===== src/rtl/equeue_int_pkg.sv =====
// Shared types for the execution issue queues: field widths, the queue entry
// record, and the CDB wakeup applied to an entry.
package equeue_int_pkg;

  localparam int OPCODE_W = 4;
  localparam int TAG_W    = 6;
  localparam int DATA_W   = 32;

  typedef struct packed {
    logic                valid;
    logic [OPCODE_W-1:0] opcode;
    logic [TAG_W-1:0]    rdtag;
    logic [TAG_W-1:0]    rstag;
    logic [DATA_W-1:0]   rsdata;
    logic                rsvalid;
    logic [TAG_W-1:0]    rttag;
    logic [DATA_W-1:0]   rtdata;
    logic                rtvalid;
  } iq_entry_t;

  // Captures a matching broadcast into any still-waiting operand; operands
  // that are already valid keep their value.
  function automatic iq_entry_t cdb_wake(input iq_entry_t         e,
                                         input logic              cdb_valid,
                                         input logic [TAG_W-1:0]  cdb_tag,
                                         input logic [DATA_W-1:0] cdb_data);
    iq_entry_t w;
    w = e;
    if (e.valid && cdb_valid) begin
      if (!e.rsvalid && e.rstag == cdb_tag) begin
        w.rsvalid = 1'b1;
        w.rsdata  = cdb_data;
      end
      if (!e.rtvalid && e.rttag == cdb_tag) begin
        w.rtvalid = 1'b1;
        w.rtdata  = cdb_data;
      end
    end
    return w;
  endfunction

endpackage


===== src/rtl/equeue_int_entry.sv =====
// One issue-queue slot: registers whatever the top selects for it this cycle,
// after applying the CDB tag compare and operand capture.
module equeue_int_entry
  import equeue_int_pkg::*;
(
  input  logic              clk,
  input  logic              reset,
  input  logic              cdb_valid,
  input  logic [TAG_W-1:0]  cdb_tag,
  input  logic [DATA_W-1:0] cdb_data,
  input  iq_entry_t         next_in,
  output iq_entry_t         entry_q
);

  iq_entry_t entry_d;

  always_comb begin
    entry_d = cdb_wake(next_in, cdb_valid, cdb_tag, cdb_data);
  end

  // NOTE: the whole entry is cleared, not only the valid bit; the payload is
  // small and a zeroed slot keeps every downstream mux X-free after reset.
  // NOTE: non-blocking assignment so every slot samples its neighbour's old
  // value during a shift, independent of block evaluation order.
  always_ff @(posedge clk or posedge reset) begin
    if (reset) entry_q <= '0;
    else       entry_q <= entry_d;
  end

endmodule


===== src/rtl/equeue_int.sv =====
// Integer issue queue: age-ordered slots with compaction on issue, append on
// dispatch, CDB wakeup, and oldest-ready selection toward the issue unit.
module equeue_int
  import equeue_int_pkg::*;
#(
  parameter int DEPTH = 4
) (
  input  logic                clk,
  input  logic                reset,
  input  logic [OPCODE_W-1:0] dispatch_opcode,
  input  logic                dispatch_en,
  output logic                dispatch_ready,
  input  logic [TAG_W-1:0]    dispatch_rdtag,
  input  logic [TAG_W-1:0]    dispatch_rstag,
  input  logic [TAG_W-1:0]    dispatch_rttag,
  input  logic [DATA_W-1:0]   dispatch_rsdata,
  input  logic [DATA_W-1:0]   dispatch_rtdata,
  input  logic                dispatch_rsvalid,
  input  logic                dispatch_rtvalid,
  input  logic [TAG_W-1:0]    cdb_tag,
  input  logic                cdb_valid,
  input  logic [DATA_W-1:0]   cdb_data,
  output logic [OPCODE_W-1:0] issueint_opcode,
  output logic [TAG_W-1:0]    issueint_rdtag,
  output logic [DATA_W-1:0]   issueint_rsdata,
  output logic [DATA_W-1:0]   issueint_rtdata,
  output logic                issueint_ready,
  input  logic                issueint_done
);

  localparam int CNT_W = $clog2(DEPTH + 1);

  iq_entry_t        entry_q [DEPTH];
  iq_entry_t        next_in [DEPTH];
  iq_entry_t        ext     [DEPTH+1];
  iq_entry_t        disp_entry;
  iq_entry_t        sel_entry;
  logic             found;
  logic [CNT_W-1:0] sel_idx;
  logic [CNT_W-1:0] wr_idx;
  logic [CNT_W-1:0] count_q, count_d;
  logic             issue;
  logic             accept;

  assign dispatch_ready = (count_q < CNT_W'(DEPTH));

  always_comb begin
    disp_entry         = '0;
    disp_entry.valid   = 1'b1;
    disp_entry.opcode  = dispatch_opcode;
    disp_entry.rdtag   = dispatch_rdtag;
    disp_entry.rstag   = dispatch_rstag;
    disp_entry.rsdata  = dispatch_rsdata;
    disp_entry.rsvalid = dispatch_rsvalid;
    disp_entry.rttag   = dispatch_rttag;
    disp_entry.rtdata  = dispatch_rtdata;
    disp_entry.rtvalid = dispatch_rtvalid;
  end

  // NOTE: every variable gets a default before the loops so no path through
  // this block leaves one unassigned, which would infer a latch.
  always_comb begin
    found     = 1'b0;
    sel_idx   = '0;
    sel_entry = '0;
    for (int i = 0; i < DEPTH; i++) begin
      if (!found && entry_q[i].valid && entry_q[i].rsvalid && entry_q[i].rtvalid) begin
        found     = 1'b1;
        sel_idx   = CNT_W'(i);
        sel_entry = entry_q[i];
      end
    end
  end

  assign issue  = found && issueint_done;
  assign accept = dispatch_en && dispatch_ready;
  // The new entry lands after compaction, one slot lower when an issue frees one.
  assign wr_idx = count_q - CNT_W'(issue);

  always_comb begin
    for (int i = 0; i < DEPTH; i++) ext[i] = entry_q[i];
    ext[DEPTH] = '0;
    for (int i = 0; i < DEPTH; i++) begin
      next_in[i] = (issue && CNT_W'(i) >= sel_idx) ? ext[i+1] : ext[i];
      if (accept && CNT_W'(i) == wr_idx) next_in[i] = disp_entry;
    end
    count_d = count_q + CNT_W'(accept) - CNT_W'(issue);
  end

  always_ff @(posedge clk or posedge reset) begin
    if (reset) count_q <= '0;
    else       count_q <= count_d;
  end

  for (genvar g = 0; g < DEPTH; g++) begin : g_entry
    equeue_int_entry u_entry (
      .clk       (clk),
      .reset     (reset),
      .cdb_valid (cdb_valid),
      .cdb_tag   (cdb_tag),
      .cdb_data  (cdb_data),
      .next_in   (next_in[g]),
      .entry_q   (entry_q[g])
    );
  end

  assign issueint_ready  = found;
  assign issueint_opcode = sel_entry.opcode;
  assign issueint_rdtag  = sel_entry.rdtag;
  assign issueint_rsdata = sel_entry.rsdata;
  assign issueint_rtdata = sel_entry.rtdata;

endmodule


===== config.mk =====
export PLATFORM = sky130hd
export DESIGN_NAME = equeue_int
export DESIGN_NICKNAME = d
export VERILOG_FILES = /design/src/rtl/equeue_int_pkg.sv /design/src/rtl/equeue_int_entry.sv /design/src/rtl/equeue_int.sv
export SDC_FILE = /design/constraint.sdc
export NUM_CORES = 1
export LEC_CHECK = 0
export ABC_AREA = 1
export CAP_MARGIN = 20
export CELL_PAD_IN_SITES_DETAIL_PLACEMENT = 1
export CELL_PAD_IN_SITES_GLOBAL_PLACEMENT = 2
export CORE_AREA = 2 2 259 261
export DETAILED_ROUTE_END_ITERATION = 7
export DIE_AREA = 0 0 261 263
export PLACE_DENSITY_LB_ADDON = 0.2
export SYNTH_ARGS = -nofsm -noshare
export SYNTH_HDL_FRONTEND = slang
export SYNTH_SLANG_ARGS = --single-unit

===== constraint.sdc =====
create_clock -name clk -period 33.3 [get_ports clk]
set_clock_uncertainty 0.15 [all_clocks]
set_input_delay 9.99 -clock clk [delete_from_list [all_inputs] [get_ports clk]]
set_output_delay 9.99 -clock clk [all_outputs]
set_load 0.03 [all_outputs]

==> impl_metrics.py <==
metrics = {
    "run_status": {
        "status": "finished, final reports clean",
    },
    "clock_tree": {
        "cts_max_path_buffers": 3,
        "h-tree-depth": 2,
        "cts_made_buffers": 48,
        "clock_sinks": 359,
        "cts_tree": "yes",
        "hold_buffers": 0,
        "cts_setup_buffers": 0,
        "clock-root-buffer": "clkbuf_16",
        "clk_pin_slew_ns": 0.06,
        "clock_latency_ns": 0.59,
        "post_cts_resized": 0,
    },
    "sta": {
        "fmax_ghz": 0.0637,
        "relSlewSlack": 0.244,
        "finalMaxSlewViolations": 0,
        "hold_violations": 0,
        "finalSetupTns_ns": 0,
        "timing.hold.ws_ns": 0.343,
        "fin_crit_sh": 0.472,
        "fin_crit_ns": 15.71,
        "rsz0062_at_grt": "false",
        "setup_viol": 0,
        "tightest_slew_ns": 1.13,
        "setup_ws_ns": 17.59,
    },
    "worst_setup_path": {
        "crit_path_max_fanout": 81,
        "crit_required_ns": 33.62,
        "cp.arrival_ns": 16.03,
        "cp-end-kind": "flop",
        "path_class": "in2reg",
        "startpoint_type": "input port",
    },
    "placed_design": {
        "placed_area_um2": 25400,
        "dp_slack_ns": 17.09,
        "place_congestion": 0.824,
        "portBuffers": 206,
        "dp_hpwl_mm": 63.7,
    },
    "final_layout": {
        "nNetsFinal": 3578,
        "fin_area_um2": 27000,
        "final_util": 0.411,
        "drive_gt1_frac": 0.0495,
        "synthToLayoutAreaGrowth_pct": 17.9,
        "fill_cells": 8290,
    },
    "synth": {
        "netlist_area_um2": 22900,
        "synth-edff-count": 0,
        "yosysUniqueCellTypes": 36,
        "synthSimpleGateAreaFrac": 0.278,
        "syn_area_per_cell_um2": 6.76,
        "yosys_warnings": 0,
        "synth-compound-area-share": 0.189,
        "synth_top_family_by_area": "simple AND/OR/NAND/NOR gates",
        "yosys-mux-area-fraction": 0,
        "synth-adder-area-share": 0.00307,
        "ys_ff_latch": 359,
        "ys_seq_area_frac": 0.393,
        "synth_fp_nets": 3515,
        "synthXorXnorAreaFrac": 0.00192,
        "ys.flop_type": "dfrtp_1",
        "syn-instance-count": 3379,
        "async_flop_share": 1.00,
    },
    "route": {
        "first_pass_iters": 5,
        "viasPerCell": 5.65,
        "wirelength_mm": 105,
        "wire_per_inst_um": 24.1,
        "drtIter0Drc": 1929,
        "postRouteAntennaNets": 0,
        "vias": 24500,
        "drcViolationCount": 0,
    },
    "global_route": {
        "grt_usage": 0.305,
        "first_global_vias": 25900,
        "grt_first_pass_wirelength_mm": 161,
        "grt_max_degree": 122,
        "grt_overflow": 0,
        "antenna_found_initial": 5,
    },
    "die": {
        "die_y_um": 263,
        "num_io_pins": 207,
        "dieWidth_um": 261,
        "core-area_um2": 65600,
        "num_rows": 94,
        "initial_core_util": 0.348,
        "die-area_um2": 68600,
    },
    "run": {
        "maxCapViolCount": 0,
    },
    "power": {
        "powerDensity_nw_per_um2": 107,
        "total_leakage_power_nw": 13.3,
        "netSwitchingPower_w": 0.00144,
        "power.share.sequential": 0.262,
        "comb_power_share": 0.561,
        "intPower_w": 0.00145,
        "switching_share": 0.498,
        "clockPowerShare": 0.177,
        "ir_drop_v": 0.0000642,
    },
    "worst_hold_path": {
        "hp-class": "reg2reg",
    },
}
## cell type report
cell class                 instances  area, um2  share of cell area
sequential                       359       8980               0.333
antenna                            5       12.5            0.000464
tap                              864       1080              0.0401
multi-input combinational       2254      10900               0.404
clock buffer                      79       1440              0.0534
clock inverter                     5       53.8             0.00200
inverter                         526       1990              0.0738
timing repair buffer             253       2490              0.0926
## metal layers
metal  vias to the layer above  track usage  share of wire
li1                      11100            -              -
met1                     12400        0.404           0.44
met2                       797        0.509           0.48
met3                       198       0.0370          0.054
met4                         0        0.110          0.033
met5                         -            0              0
## flip-flops by register name (all words and copies together), names as in the netlist
signal                   count
g_entry.u_entry.entry_q    356
count_q                      3
## stage by stage
| step | power [W] | std cells |
|---|---|---|
| floorplan | 0.00179 | 3379 |
| global placement | 0.00229 | 4252 |
| detailed placement | 0.00236 | 4255 |
| CTS | 0.00289 | 4339 |
| global route | 0.00312 | 4345 |
| finish | 0.00289 | 4345 |
## critical path: stages
cell and delay [ns]:
clkdlybuf4s50_1 0.57, nand2_2 0.40, inv_1 0.12, ha_1 0.20, ha_1 0.33, inv_1 0.12, nand3_2 0.07, buf_4 0.32
inv_4 0.61, buf_4 0.85, nand2_1 0.16, nand3_1 0.14, nand2_1 0.08, nor2_1 0.11, nand2_1 0.10, nor2_4 0.09
buf_4 0.47, nand2_2 0.78, nand2_1 0.26, nand2_1 0.08
## power groups by stage
stage	clock, W	sequential [W]	combinational (W)
final	0.000511	0.000756	0.00162
after detailed placement	0	0.000761	0.00160
after CTS	0.000519	0.000755	0.00161
after global routing	0.000535	0.000778	0.00180
after global placement	0	0.000752	0.00154
after floorplan	0	0.000729	0.00107
## Yosys cell counts (all sizes together) (4+ instances only)
master	n	area, um2
nand2	1100	4150
inv	518	1940
o21ai	395	1980
dfrtp	359	8980
nand3	293	1510
clkbuf	143	537
o22ai	120	751
buf	97	572
o221ai	86	753
a21oi	77	385
nand4	67	425
o211ai	50	420
nor2	46	235
clkinv	8	30.0
or2	6	37.5
ha	4	50.1
xor2	4	35.0
## cells in the final DEF (no fill, tap or decap), types with 9 or more instances in the layout
cell             instances
inv_1                  508
o221ai_1                84
clkdlybuf4s50_1        206
clkbuf_16               49
o211ai_1                41
dfrtp_1                359
clkbuf_8                10
nand2_1               1090
a21oi_1                 77
o21ai_0                370
o22ai_1                120
nand4_1                 66
clkbuf_1                20
buf_4                   43
nand3_1                284
o211ai_2                 9
nor2_4                  10
o21ai_1                 22
nor2_1                  33
## kinds of logic after synthesis
| logic type | count (synthesis) |
|---|---|
| buf+inv | 766 |
| fa+ha+maj | 5 |
| simple gates | 1513 |
| xor+xnor | 5 |
| compound gates | 731 |
| flops | 359 |
## path summary, 6_finish.rpt
path | start | to | slack (ns) | cells past startpoint
max in group asynchronous | reset | g_entry[2].u_entry.entry_q[26]$_DFF_PP0_ | 20.75 | 4
min reg2reg | g_entry[0].u_entry.entry_q[87]$_DFFE_PP0P_ | g_entry[0].u_entry.entry_q[87]$_DFFE_PP0P_ | 0.34 | 2
max | issueint_done | g_entry[2].u_entry.entry_q[26]$_DFF_PP0_ | 17.59 | 20
min in group asynchronous | reset | g_entry[0].u_entry.entry_q[82]$_DFFE_PP0P_ | 9.81 | 2
max reg2reg | g_entry[2].u_entry.entry_q[88]$_DFF_PP0_ | g_entry[2].u_entry.entry_q[26]$_DFF_PP0_ | 26.70 | 21
min | g_entry[0].u_entry.entry_q[87]$_DFFE_PP0P_ | g_entry[0].u_entry.entry_q[87]$_DFFE_PP0P_ | 0.34 | 2
Note: power is estimated with default switching activity, not from simulation.
==> variant (config.mk and constraints unchanged) <==
Change the parameter `DEPTH` from 4 to 2.
--- a/src/rtl/equeue_int.sv
+++ b/src/rtl/equeue_int.sv
@@ -3,7 +3,7 @@
 module equeue_int
   import equeue_int_pkg::*;
 #(
-  parameter int DEPTH = 4
+  parameter int DEPTH = 2
 ) (
   input  logic                clk,
   input  logic                reset,
Function: changed (a bounded check fails within 4 cycles, from zero or initial values and one cycle with reset high).
==> variant against the original RTL <==
  * Sequential power shrank 53%
  * Final cell count fell by 43%
  * Power fell by 57%
  * Fmax rose by 4.4%
  * Worst hold slack better by 0.0053 ns
  * Worst setup slack improved by 0.66 ns
  * Die area stayed put
  * Sequential share of layout area fell by 1.6 points
  * Global-route usage down 14 points
  * Wire length decreased by 47%
  * Clock power is 59% lower
  * Synthesized area is 53% lower
  * Sequential cell count decreased by 179
  * Final area fell by 47%
  * Critical path type unchanged
  * Critical endpoint is now g_entry[0].u_entry.entry_q[63]$_DFF_PP0_
  * Largest power group unchanged
==> variant: results (changes against the original RTL) <==
stage,metric,value,unit,change
synth,synth_cell_count_leaders,"nand2_1 (413), inv_1 (199), dfrtp_1 (180)",,"was nand2_1 (1092), inv_1 (510), o21ai_0 (370)"
critical_path,timing.critical_path.slowest_cell_delay,0.82,ns,was 0.85 ns
global_routing,initial_antenna_violation_count,2,,was 5
route,routed-wl-met3,2170,um,was 5670 um
clock_tree,numCtsBuffers,17,,was 48
place,dpl_cell_area,13600,um2,was 25400 um2
route,dr.max_layer_used,met5,,was met4
route,via_per_inst,4.49,,was 5.65
place,gp_congestion,0.744,,was 0.824
global_routing,global_route.usage.met2,26.8,%,was 50.9%
critical_path,reg2reg_from,g_entry[0].u_entry.entry_q[39]$_DFF_PP0_,,was g_entry[2].u_entry.entry_q[88]$_DFF_PP0_
route,starting_drt_drc_count,590,,was 1929
synth,unique_masters_post_synth,37,,was 36
power,p_sw_share,48.3,%,was 49.8%
critical_path,worst_path_max_delay_cell,nor2_4,,was buf_4
synth,synth_top_cells_by_area,"dfrtp_1 (42%), nand2_1 (14%), nand3_1 (8.0%), inv_1 (6.9%), o22ai_1 (5.7%)",,"was dfrtp_1 (39%), nand2_1 (18%), inv_1 (8.4%), o21ai_0 (8.1%), nand3_1 (6.3%)"
status,run_status,"complete, no violations",,unchanged
hold_path,holdCritStartpoint,g_entry[0].u_entry.entry_q[82]$_DFFE_PP0P_,,was g_entry[0].u_entry.entry_q[87]$_DFFE_PP0P_
power,cellLeakagePower,0.00661,uW,was 0.0133 uW
route,route.layer.met1.wl,26400,um,was 45500 um
route,drt_wl_total,55900,um,was 105000 um
global_routing,grt.met1_usage,22.3,%,was 40.4%
layout,nets,1740,,was 3578
synth,synth_sequential_area_ratio,41.8,%,was 39.3%
global_routing,grt_pass1_vias,12000,,was 25900
clock_tree,cts_htree_levels,4,,was 2
route,routed-wl-met2,26500,um,was 49900 um
critical_path,cp_max_fo,44,,was 81
layout,final_layout_size_suffix_gt1_share,5.50,%,was 4.95%
layout,antenna-diode-count,0,,was 5
layout,biggestRegsByFlops,"g_entry.u_entry.entry_q (178), count_q (2)",,"was g_entry.u_entry.entry_q (356), count_q (3)"
global_routing,grt_start_max_net_pins,74,,was 122
critical_path,rr_endpoint,g_entry[0].u_entry.entry_q[63]$_DFF_PP0_,,was g_entry[2].u_entry.entry_q[26]$_DFF_PP0_
global_routing,groute.usage.overall,16.5,%,was 30.5%
power,vdd_ir_drop_max,39.5,uV,was 64.2 uV
critical_path,reg2reg_setup_slack,26.74,ns,was 26.70 ns
global_routing,global_route.usage.met3,3.59,%,was 3.70%
critical_path,worst-r2r-cell-count,20,,was 21
## variant: worst max-delay path by stage
stage | end | slack, ns | cells past startpoint
3_3_place_gp | g_entry[1].u_entry.entry_q[48]$_DFF_PP0_ | 17.61 | 15
2_1_floorplan | count_q[0]$_DFF_PP0_ | 18.27 | 1
6_report | g_entry[0].u_entry.entry_q[63]$_DFF_PP0_ | 18.25 | 18
3_5_place_dp | g_entry[0].u_entry.entry_q[63]$_DFF_PP0_ | 17.54 | 18
4_1_cts | g_entry[0].u_entry.entry_q[63]$_DFF_PP0_ | 18.08 | 18
5_1_grt | g_entry[0].u_entry.entry_q[58]$_DFF_PP0_ | 17.77 | 18
## variant: per-stage QoR
step	setup slack, ns	util [%]	hold WS, ns	std cells	power (uW)
2_1_floorplan	18.27	-	0.309	1467	789
3_3_place_gp	17.61	20.6	0.323	2446	1030
3_5_place_dp	17.54	20.8	0.326	2451	1050
4_1_cts	18.08	21.6	0.347	2482	1270
5_1_grt	17.77	21.6	0.381	2482	1350
6_report	18.25	21.6	0.349	2482	1240
## variant: final cells by class
cell class                 count  share of cell area, %
timing repair buffer         224                   16.2
sequential                   180                   31.8
clock buffer                  22                   3.27
clock inverter                 9                  0.556
multi-input combinational    979                   35.1
inverter                     204                   5.45
tap                          864                   7.62
## variant: power groups by stage
stage               registers [uW]  clock network [uW]  logic (uW)
detailed placement             361                   0         689
finish                         356                 208         677
global route                   367                 226         757
CTS                            357                 218         692
floorplan                      349                   0         440
global placement               359                   0         669
## variant: cell families (layout without fill, tap and decap cells)
group	after synthesis	in the layout	share of synthesized area [%]
and+or+nand+nor	743	743	30.8
buffers and inverters	308	459	12.4
AOI/OAI and AO/OA	231	231	14.6
DFF	180	180	41.8
adders and majority gates	3	3	0.348
xor gates and xnor gates	2	2	0.163
